`config.mk`:
```
export PLATFORM = sky130hd
export DESIGN_NAME = pilha_chamadas
export DESIGN_NICKNAME = d
export VERILOG_FILES = /design/src/rtl/pilha_pkg.sv /design/src/rtl/pilha_mem.sv /design/src/rtl/pilha_chamadas.sv
export SDC_FILE = /design/constraint.sdc
export NUM_CORES = 1
export LEC_CHECK = 0
export ABC_AREA = 0
export CAP_MARGIN = 10
export CORE_UTILIZATION = 48
export CTS_BUF_LIST = sky130_fd_sc_hd__clkbuf_4 sky130_fd_sc_hd__clkbuf_8
export CTS_CLUSTER_SIZE = 20
export DETAILED_ROUTE_END_ITERATION = 12
export HOLD_SLACK_MARGIN = 0.05
export PLACE_DENSITY_LB_ADDON = 0.25
export SYNTH_ARGS = -nofsm -noshare
export SYNTH_HDL_FRONTEND = slang
export SYNTH_HIERARCHICAL = 1
export SYNTH_SLANG_ARGS = --single-unit
```
`constraint.sdc`:
```
create_clock -name clk -period 12.6 [get_ports clk]
set_input_delay 1.89 -clock clk [delete_from_list [all_inputs] [get_ports clk]]
set_output_delay 1.89 -clock clk [all_outputs]
set_load 0.02 [all_outputs]
```
`src/rtl/pilha_pkg.sv`:
```
// pilha_pkg: shared definitions for the return-address stack.
//   DEF_DATA_W / DEF_DEPTH : default entry width and entry count
//   op_t                   : operation decoded from {push, pop}
//   ptr_w()                : pointer width for a given depth
package pilha_pkg;

  localparam int unsigned DEF_DATA_W = 32;
  localparam int unsigned DEF_DEPTH  = 16;

  typedef enum logic [1:0] {
    OP_NONE    = 2'b00,
    OP_POP     = 2'b01,
    OP_PUSH    = 2'b10,
    OP_REPLACE = 2'b11
  } op_t;

  function automatic int unsigned ptr_w(input int unsigned depth);
    return (depth > 1) ? $clog2(depth) : 1;
  endfunction

endpackage

```
`src/rtl/pilha_mem.sv`:
```
// pilha_mem: 1-write/1-read register array for the call stack.
// Synchronous write, asynchronous read, no reset.
//   clk   : clock
//   we    : write enable
//   waddr : write address
//   wdata : write data
//   raddr : read address (driven from registered state)
//   rdata : read data
module pilha_mem
  import pilha_pkg::*;
#(
  parameter int unsigned DATA_W = DEF_DATA_W,
  parameter int unsigned DEPTH  = DEF_DEPTH,
  parameter int unsigned AW     = ptr_w(DEF_DEPTH)
) (
  input  logic              clk,
  input  logic              we,
  input  logic [AW-1:0]     waddr,
  input  logic [DATA_W-1:0] wdata,
  input  logic [AW-1:0]     raddr,
  output logic [DATA_W-1:0] rdata
);

  logic [DATA_W-1:0] mem [DEPTH];

  always_ff @(posedge clk) begin
    if (we) mem[waddr] <= wdata;
  end

  assign rdata = mem[raddr];

endmodule

```
`src/rtl/pilha_chamadas.sv`:
```
// pilha_chamadas: parametrised return-address stack.
// Push stores a return address, pop removes it, push+pop replaces the top
// (tail call). Occupancy and sticky overflow/underflow are reported.
// Build option: PILHA_WRAP_EN - when defined, push on full overwrites the
// oldest entry (circular stack); otherwise push on full is dropped.
//   clk       : processor clock
//   reset     : asynchronous active-high reset of control state
//   push/pop  : operation requests, push_data is the value to push
//   clr_err   : clear sticky flags (a same-cycle new error wins)
//   top_data  : current top entry, 0 when empty
//   count     : valid entries 0..DEPTH; empty/full decoded from it
//   overflow  : sticky, push on full
//   underflow : sticky, pop on empty
module pilha_chamadas
  import pilha_pkg::*;
#(
  parameter  int unsigned DATA_W = DEF_DATA_W,
  parameter  int unsigned DEPTH  = DEF_DEPTH,
  localparam int unsigned CNT_W  = $clog2(DEPTH + 1)
) (
  input  logic              clk,
  input  logic              reset,
  input  logic              push,
  input  logic              pop,
  input  logic [DATA_W-1:0] push_data,
  input  logic              clr_err,
  output logic [DATA_W-1:0] top_data,
  output logic [CNT_W-1:0]  count,
  output logic              empty,
  output logic              full,
  output logic              overflow,
  output logic              underflow
);

  localparam int unsigned PTR_W = ptr_w(DEPTH);

  op_t              op;
  logic [PTR_W-1:0] wp, wp_nxt, top_addr, waddr;
  logic [CNT_W-1:0] cnt_nxt;
  logic             we, ovf_set, udf_set;
  logic [DATA_W-1:0] rd_data;

  assign op       = op_t'({push, pop});
  assign top_addr = wp - PTR_W'(1);
  assign empty    = (count == '0);
  assign full     = (count == CNT_W'(DEPTH));
  assign top_data = empty ? '0 : rd_data;

  always_comb begin
    we      = 1'b0;
    waddr   = wp;
    wp_nxt  = wp;
    cnt_nxt = count;
    ovf_set = 1'b0;
    udf_set = 1'b0;
    unique case (op)
      OP_PUSH: begin
        if (!full) begin
          we      = 1'b1;
          wp_nxt  = wp + PTR_W'(1);
          cnt_nxt = count + CNT_W'(1);
        end else begin
          ovf_set = 1'b1;
`ifdef PILHA_WRAP_EN
          // Slot at wp holds the oldest entry when full; overwrite it.
          we      = 1'b1;
          wp_nxt  = wp + PTR_W'(1);
`endif
        end
      end
      OP_POP: begin
        if (!empty) begin
          wp_nxt  = wp - PTR_W'(1);
          cnt_nxt = count - CNT_W'(1);
        end else begin
          udf_set = 1'b1;
        end
      end
      OP_REPLACE: begin
        // Replace on empty degenerates to a plain push (never full here).
        if (empty) begin
          we      = 1'b1;
          wp_nxt  = wp + PTR_W'(1);
          cnt_nxt = count + CNT_W'(1);
        end else begin
          we      = 1'b1;
          waddr   = top_addr;
        end
      end
      default: ;
    endcase
  end

  always_ff @(posedge clk or posedge reset) begin
    if (reset) begin
      wp        <= '0;
      count     <= '0;
      overflow  <= 1'b0;
      underflow <= 1'b0;
    end else begin
      wp        <= wp_nxt;
      count     <= cnt_nxt;
      overflow  <= ovf_set | (overflow & ~clr_err);
      underflow <= udf_set | (underflow & ~clr_err);
    end
  end

  pilha_mem #(
    .DATA_W (DATA_W),
    .DEPTH  (DEPTH),
    .AW     (PTR_W)
  ) u_mem (
    .clk   (clk),
    .we    (we),
    .waddr (waddr),
    .wdata (push_data),
    .raddr (top_addr),
    .rdata (rd_data)
  );

endmodule
```
Word-level counts from Yosys, hierarchy flattened:

Memories as Yosys holds them, arrays and structs flattened.
Cells that the tools add are included.
W data, S select, Z words.

* output and inout port bits: 41
* bits of input ports: 37
* bits in writable memories: 512
* memories: 1
* word-level logic and storage cells: 43
* register bits: 11

Memory list
* u_mem.mem: words 16, width 32, read ports 1, clocked after memory_dff 0, wr ports 1, line pilha_mem.sv:24 `logic [DATA_W-1:0] mem [DEPTH];`

* add/subtract/negate cells: 4
* equality and inequality tests: 7
* muxes and demuxes: 18
* bitwise gates (word level): 5
* reductions and logical operators: 4

Operators by type and width (count)
* $mux W32: 1
* $mux W4: 4
* $mux W5: 3
* $pmux W5 S3: 1
* $pmux W4 S3: 1
* $mux W1: 7
* $ne A2 B2 Y1 const B: 3
* $add A5 B1 Y5 const B: 1
* $eq A5 B5 Y1 const B: 1
* $logic_not A5 Y1: 1
* $sub A5 B1 Y5 const B: 1
* $add A4 B1 Y4 const B: 1
* $eq A2 B2 Y1 const B: 2
* $reduce_and A4 Y1: 1
* $sub A4 B1 Y4 const B: 1
* $reduce_and A3 Y1: 1
* $reduce_bool A3 Y1: 1
* $and A1 B1 Y1: 2
* $eq A2 B1 Y1 const B: 1
* $or A1 B1 Y1: 2
* $pmux W1 S2: 1
* $not A1 Y1: 1

Depth between registers and ports, before layout:

* word-level depth: 5
* mapped depth: 10
* depth with buffers taken out: 7

Modules after synthesis:

The synthesis kept the hierarchy.

By module, submodules not included
* pilha_mem: area an instance 19213.4 sq um, sequential area each 15374.7 sq um, times used 1, cells an instance 806
* pilha_chamadas: area an instance 1121.1 sq um, sequential area each 275.3 sq um, times used 1, cells an instance 134

Worst setup path before layout:

No wires, ideal clock.

* kind: input -> register
* start point: input port push
* end point: memory u_mem/mem[0][0] (netlist name), enable pin
* buffers on the path: 1
* data required time: 12139 ps
* cell stages on the path: 6
* library setup time: 461 ps
* slack: 6698 ps
* data arrival time: 5441 ps
* cells stage by stage: clkbuf_1 -> o211ai_1 -> nand2b_1 -> xnor2_1 -> or3b_2 -> nor3_1

* elaborated cells on any way between the ends: 6
* classes of those cells: eq/ne (2); mux (4)

RTL lines
* from (decl): line pilha_chamadas.sv:23 `input logic push,`
* $eq A2 B2 Y1: line pilha_chamadas.sv:56 `unique case (op)`
* $mux W4: line pilha_chamadas.sv:56
* named net waddr[3]: line pilha_chamadas.sv:38 `logic [PTR_W-1:0] wp, wp_nxt, top_addr, waddr;`
* to (decl): line pilha_mem.sv:24

The timed path passes the listed nets, and every way through them passes these cells.

Final worst setup path:

* start point: register wp[0]
* end point: output port top_data[5]

* cells in the longest elaborated chain, start to end: 3

Ends and longest elaborated chain
* from (decl): line pilha_chamadas.sv:38
* from (signal assigned): line pilha_chamadas.sv:101 `wp <= wp_nxt;`
* $sub A4 B1 Y4: line pilha_chamadas.sv:44 `assign top_addr = wp - PTR_W'(1);`
* named net top_addr[0]: line pilha_chamadas.sv:38
* $mem_v2 Z16 W32
* named net rd_data[5]: line pilha_chamadas.sv:41 `logic [DATA_W-1:0] rd_data;`
* $mux W32: line pilha_chamadas.sv:47 `assign top_data = empty ? '0 : rd_data;`
* to (decl): line pilha_chamadas.sv:27 `output logic [DATA_W-1:0] top_data,`

The timed path passes the listed nets, and every way through them passes these cells.

==> results.json <==
{
  "synth_compound_area_share_pct": 3.60,
  "ctsHoldBuffers": 0,
  "async_flop_share_pct": 2.10,
  "fmax_mhz": 141,
  "cts_setup_buffers": 0,
  "dp_hpwl_um": 22700,
  "firstDrtPassIters": 5,
  "cts_tree": "yes",
  "htree_levels": 3,
  "finalNetCount": 1115,
  "cts_made_buffers": 82,
  "yosys.area_share.simple_pct": 2.90,
  "maxCapViolCount": 0,
  "syn-num-nets": 981,
  "initialDrtViolationCount": 814,
  "relSlewSlack_pct": 25.5,
  "clk_path_buf_depth": 3,
  "grt_pass1_wl_um": 65000,
  "die_x_um": 208,
  "switchingPower_uw": 2110,
  "grt_max_degree": 75,
  "clock_sinks": 523,
  "grtUsageTotal_pct": 20.8,
  "start_util_pct": 48.6,
  "critical_path_class": "reg -> out",
  "synth.area.mux_share_pct": 14.3,
  "period_share_pct": 56.3,
  "vdd_ir_drop_max_uv": 188,
  "wl_per_cell_um": 26.1,
  "ys_seq_elements": 523,
  "die_h_um": 208,
  "drive_above_1_share_pct": 27.3,
  "period_minus_slack_ns": 7.10,
  "final.setup.tns_ns": 0,
  "multi_input_comb_area_mm2": 0.00451,
  "avgViaCountPerCell": 5.92,
  "fp.coreArea_mm2": 0.0419,
  "avgSynthCellArea_um2": 21.6,
  "synthFlopType": "edfxtp_1",
  "regArea_mm2": 0.0157,
  "antenna_found_initial": 2,
  "grt_pass1_vias": 10196,
  "hold_violations": 0,
  "netlist_instances": 940,
  "cts_resized": 0,
  "num_rows": 75,
  "io_pins": 78,
  "diodes": 0,
  "critPathRequiredTime_ns": 10.71,
  "fin_skew_ns": 0.0247,
  "rsz0062_at_grt": "no",
  "seq_power_share_pct": 36.0,
  "internal_power_uw": 3970,
  "pwr-share-clk_pct": 21.5,
  "syn_to_final_growth_pct": 14.7,
  "power_switching_share_pct": 34.7,
  "ys_warn_count": 6,
  "post-route-util_pct": 55.7,
  "p_leak_uw": 0.00742,
  "wl_um": 43500,
  "ant_nets": 0,
  "synth-edff-count": 512,
  "tightest_slew_ns": 1.12,
  "via_count": 9882,
  "gp_congestion": 0.734,
  "ys_seq_area_share_pct": 77.0,
  "grt-ovfl-total": 0,
  "finalMaxSlewViolations": 0,
  "synthesis.area_mm2": 0.0203,
  "min_path_type": "reg -> reg",
  "end_kind": "output pin",
  "synth_top_family_by_area": "multiplexers",
  "cp_max_fo": 74,
  "outcome": "finished clean",
  "cts_root_buf": "clkbuf_8",
  "combPwrFrac_pct": 42.4,
  "start_kind": "register",
  "synth-adder-area-share_pct": 0.246,
  "synth-xor-area-share_pct": 0.431,
  "whs_ns": 0.538,
  "clk_pin_slew_worst_paths_ns": 0.06,
  "portBuffers": 77,
  "arrival_ns": 5.21,
  "num-fill-cells": 3168,
  "finalSetupViolCount": 0,
  "powerDensity_mw_per_mm2": 260,
  "yosys.cell_types.count": 49,
  "die_area_mm2": 0.0432,
  "clk_latency_ns": 0.63,
  "drc": 0
}
-- state kept, by name, summed over array words and instances, names as in the netlist --
signal,cells
wp,4
underflow,1
overflow,1
u_mem/mem,512
count,5
-- worst max-delay path: stages, from the launching register on --
cell             delay (ns)
dfrtp_1                0.50
inv_8                  0.48
ha_1                   0.42
inv_4                  0.60
buf_4                  0.95
mux4_2                 0.42
a22oi_1                0.24
nand2_1                0.14
and2_1                 0.16
clkdlybuf4s50_1        0.53
-- metrics by stage --
step / total power (uW) / area (um^2) / worst slack, ns / std cells
floorplan: 3900 / 20300 / 6.70 / 940
global placement: 4820 / 21800 / 6.09 / 1529
detailed placement: 4840 / 21800 / 6.05 / 1529
CTS: 6160 / 23300 / 5.37 / 1668
global route: 6390 / 23300 / 5.14 / 1668
finish: 6080 / 23300 / 5.50 / 1668
-- routing by layer --
layer  up-vias  wire [um]  track usage (%)
met5         -         12                0
met2       312      21300             32.9
met1      5299      19100             29.6
met4         2        556             5.70
li1       4222          -                -
met3        47       2550             4.33
-- placed cells by master, fill, tap and decap left out, types with 5 or more instances in the layout --
cell type        instances
a21oi_1                  5
a22oi_1                 67
and2_1                  32
buf_4                   26
clkbuf_4                23
clkbuf_8                83
clkdlybuf4s50_1         77
clkinv_1                16
clkinv_2                12
dfrtp_1                 11
edfxtp_1               512
inv_1                    7
mux4_2                 128
nand2_1                 37
nand2b_1                 5
nor2_4                  13
o21ai_0                  5
xnor2_1                  7
-- layout make-up --
type | instances | share of cell area [%]
multi-input combinational | 354 | 19.3
tap | 539 | 2.89
clock inverter | 33 | 0.697
inverter | 10 | 0.204
timing repair buffer | 103 | 4.14
clock buffer | 106 | 5.64
sequential | 523 | 67.1
-- final timing paths --
kind / from / end / slack, ns / depth (start not counted)
max: wp[0] / top_data[5] / 5.50 / 9
min: overflow / overflow / 0.54 / 2
max reg2reg: count[1] / u_mem/mem[8][10] / 8.14 / 8
min reg2reg: overflow / overflow / 0.54 / 2
max in group asynchronous: reset / overflow / 10.66 / 2
min in group asynchronous: reset / count[2] / 1.61 / 2
-- cells in the mapped netlist (2+ instances only) --
cell type,n,area share [%]
o22ai_1,4,0.12
a31oi_1,2,0.062
nand2_1,37,0.68
xnor2_1,7,0.30
buf_4,12,0.44
clkbuf_1,23,0.42
or4_1,2,0.074
inv_1,9,0.17
buf_6,3,0.17
nor3_1,6,0.15
nand2b_1,5,0.15
buf_1,10,0.18
nor2b_1,3,0.092
a21oi_1,5,0.12
o21ai_0,5,0.12
a221o_1,2,0.098
mux2i_1,2,0.098
nand3b_1,2,0.074
a22oi_1,67,2.5
nand3_1,3,0.074
dfrtp_1,11,1.4
mux4_2,128,14
ha_1,4,0.25
xor2_1,3,0.13
buf_2,5,0.12
nor2_1,14,0.26
and2_1,33,1.0
edfxtp_1,512,76
-- kinds of logic after synthesis --
family | after synthesis
DFF | 523
buffers and inverters | 63
muxes | 131
adders and majority gates | 4
AOI/OAI and AO/OA | 97
xor gates and xnor gates | 10
and+or+nand+nor | 112
-- power by group through the flow --
stage               combinational [uW]  sequential, uW  clock (uW)
floorplan                         1690            2210           0
global placement                  2600            2220           0
detailed placement                2620            2230           0
CTS                               2630            2190        1340
global route                      2760            2200        1420
finish                            2580            2190        1310
Power figures use the tool's default switching activity.
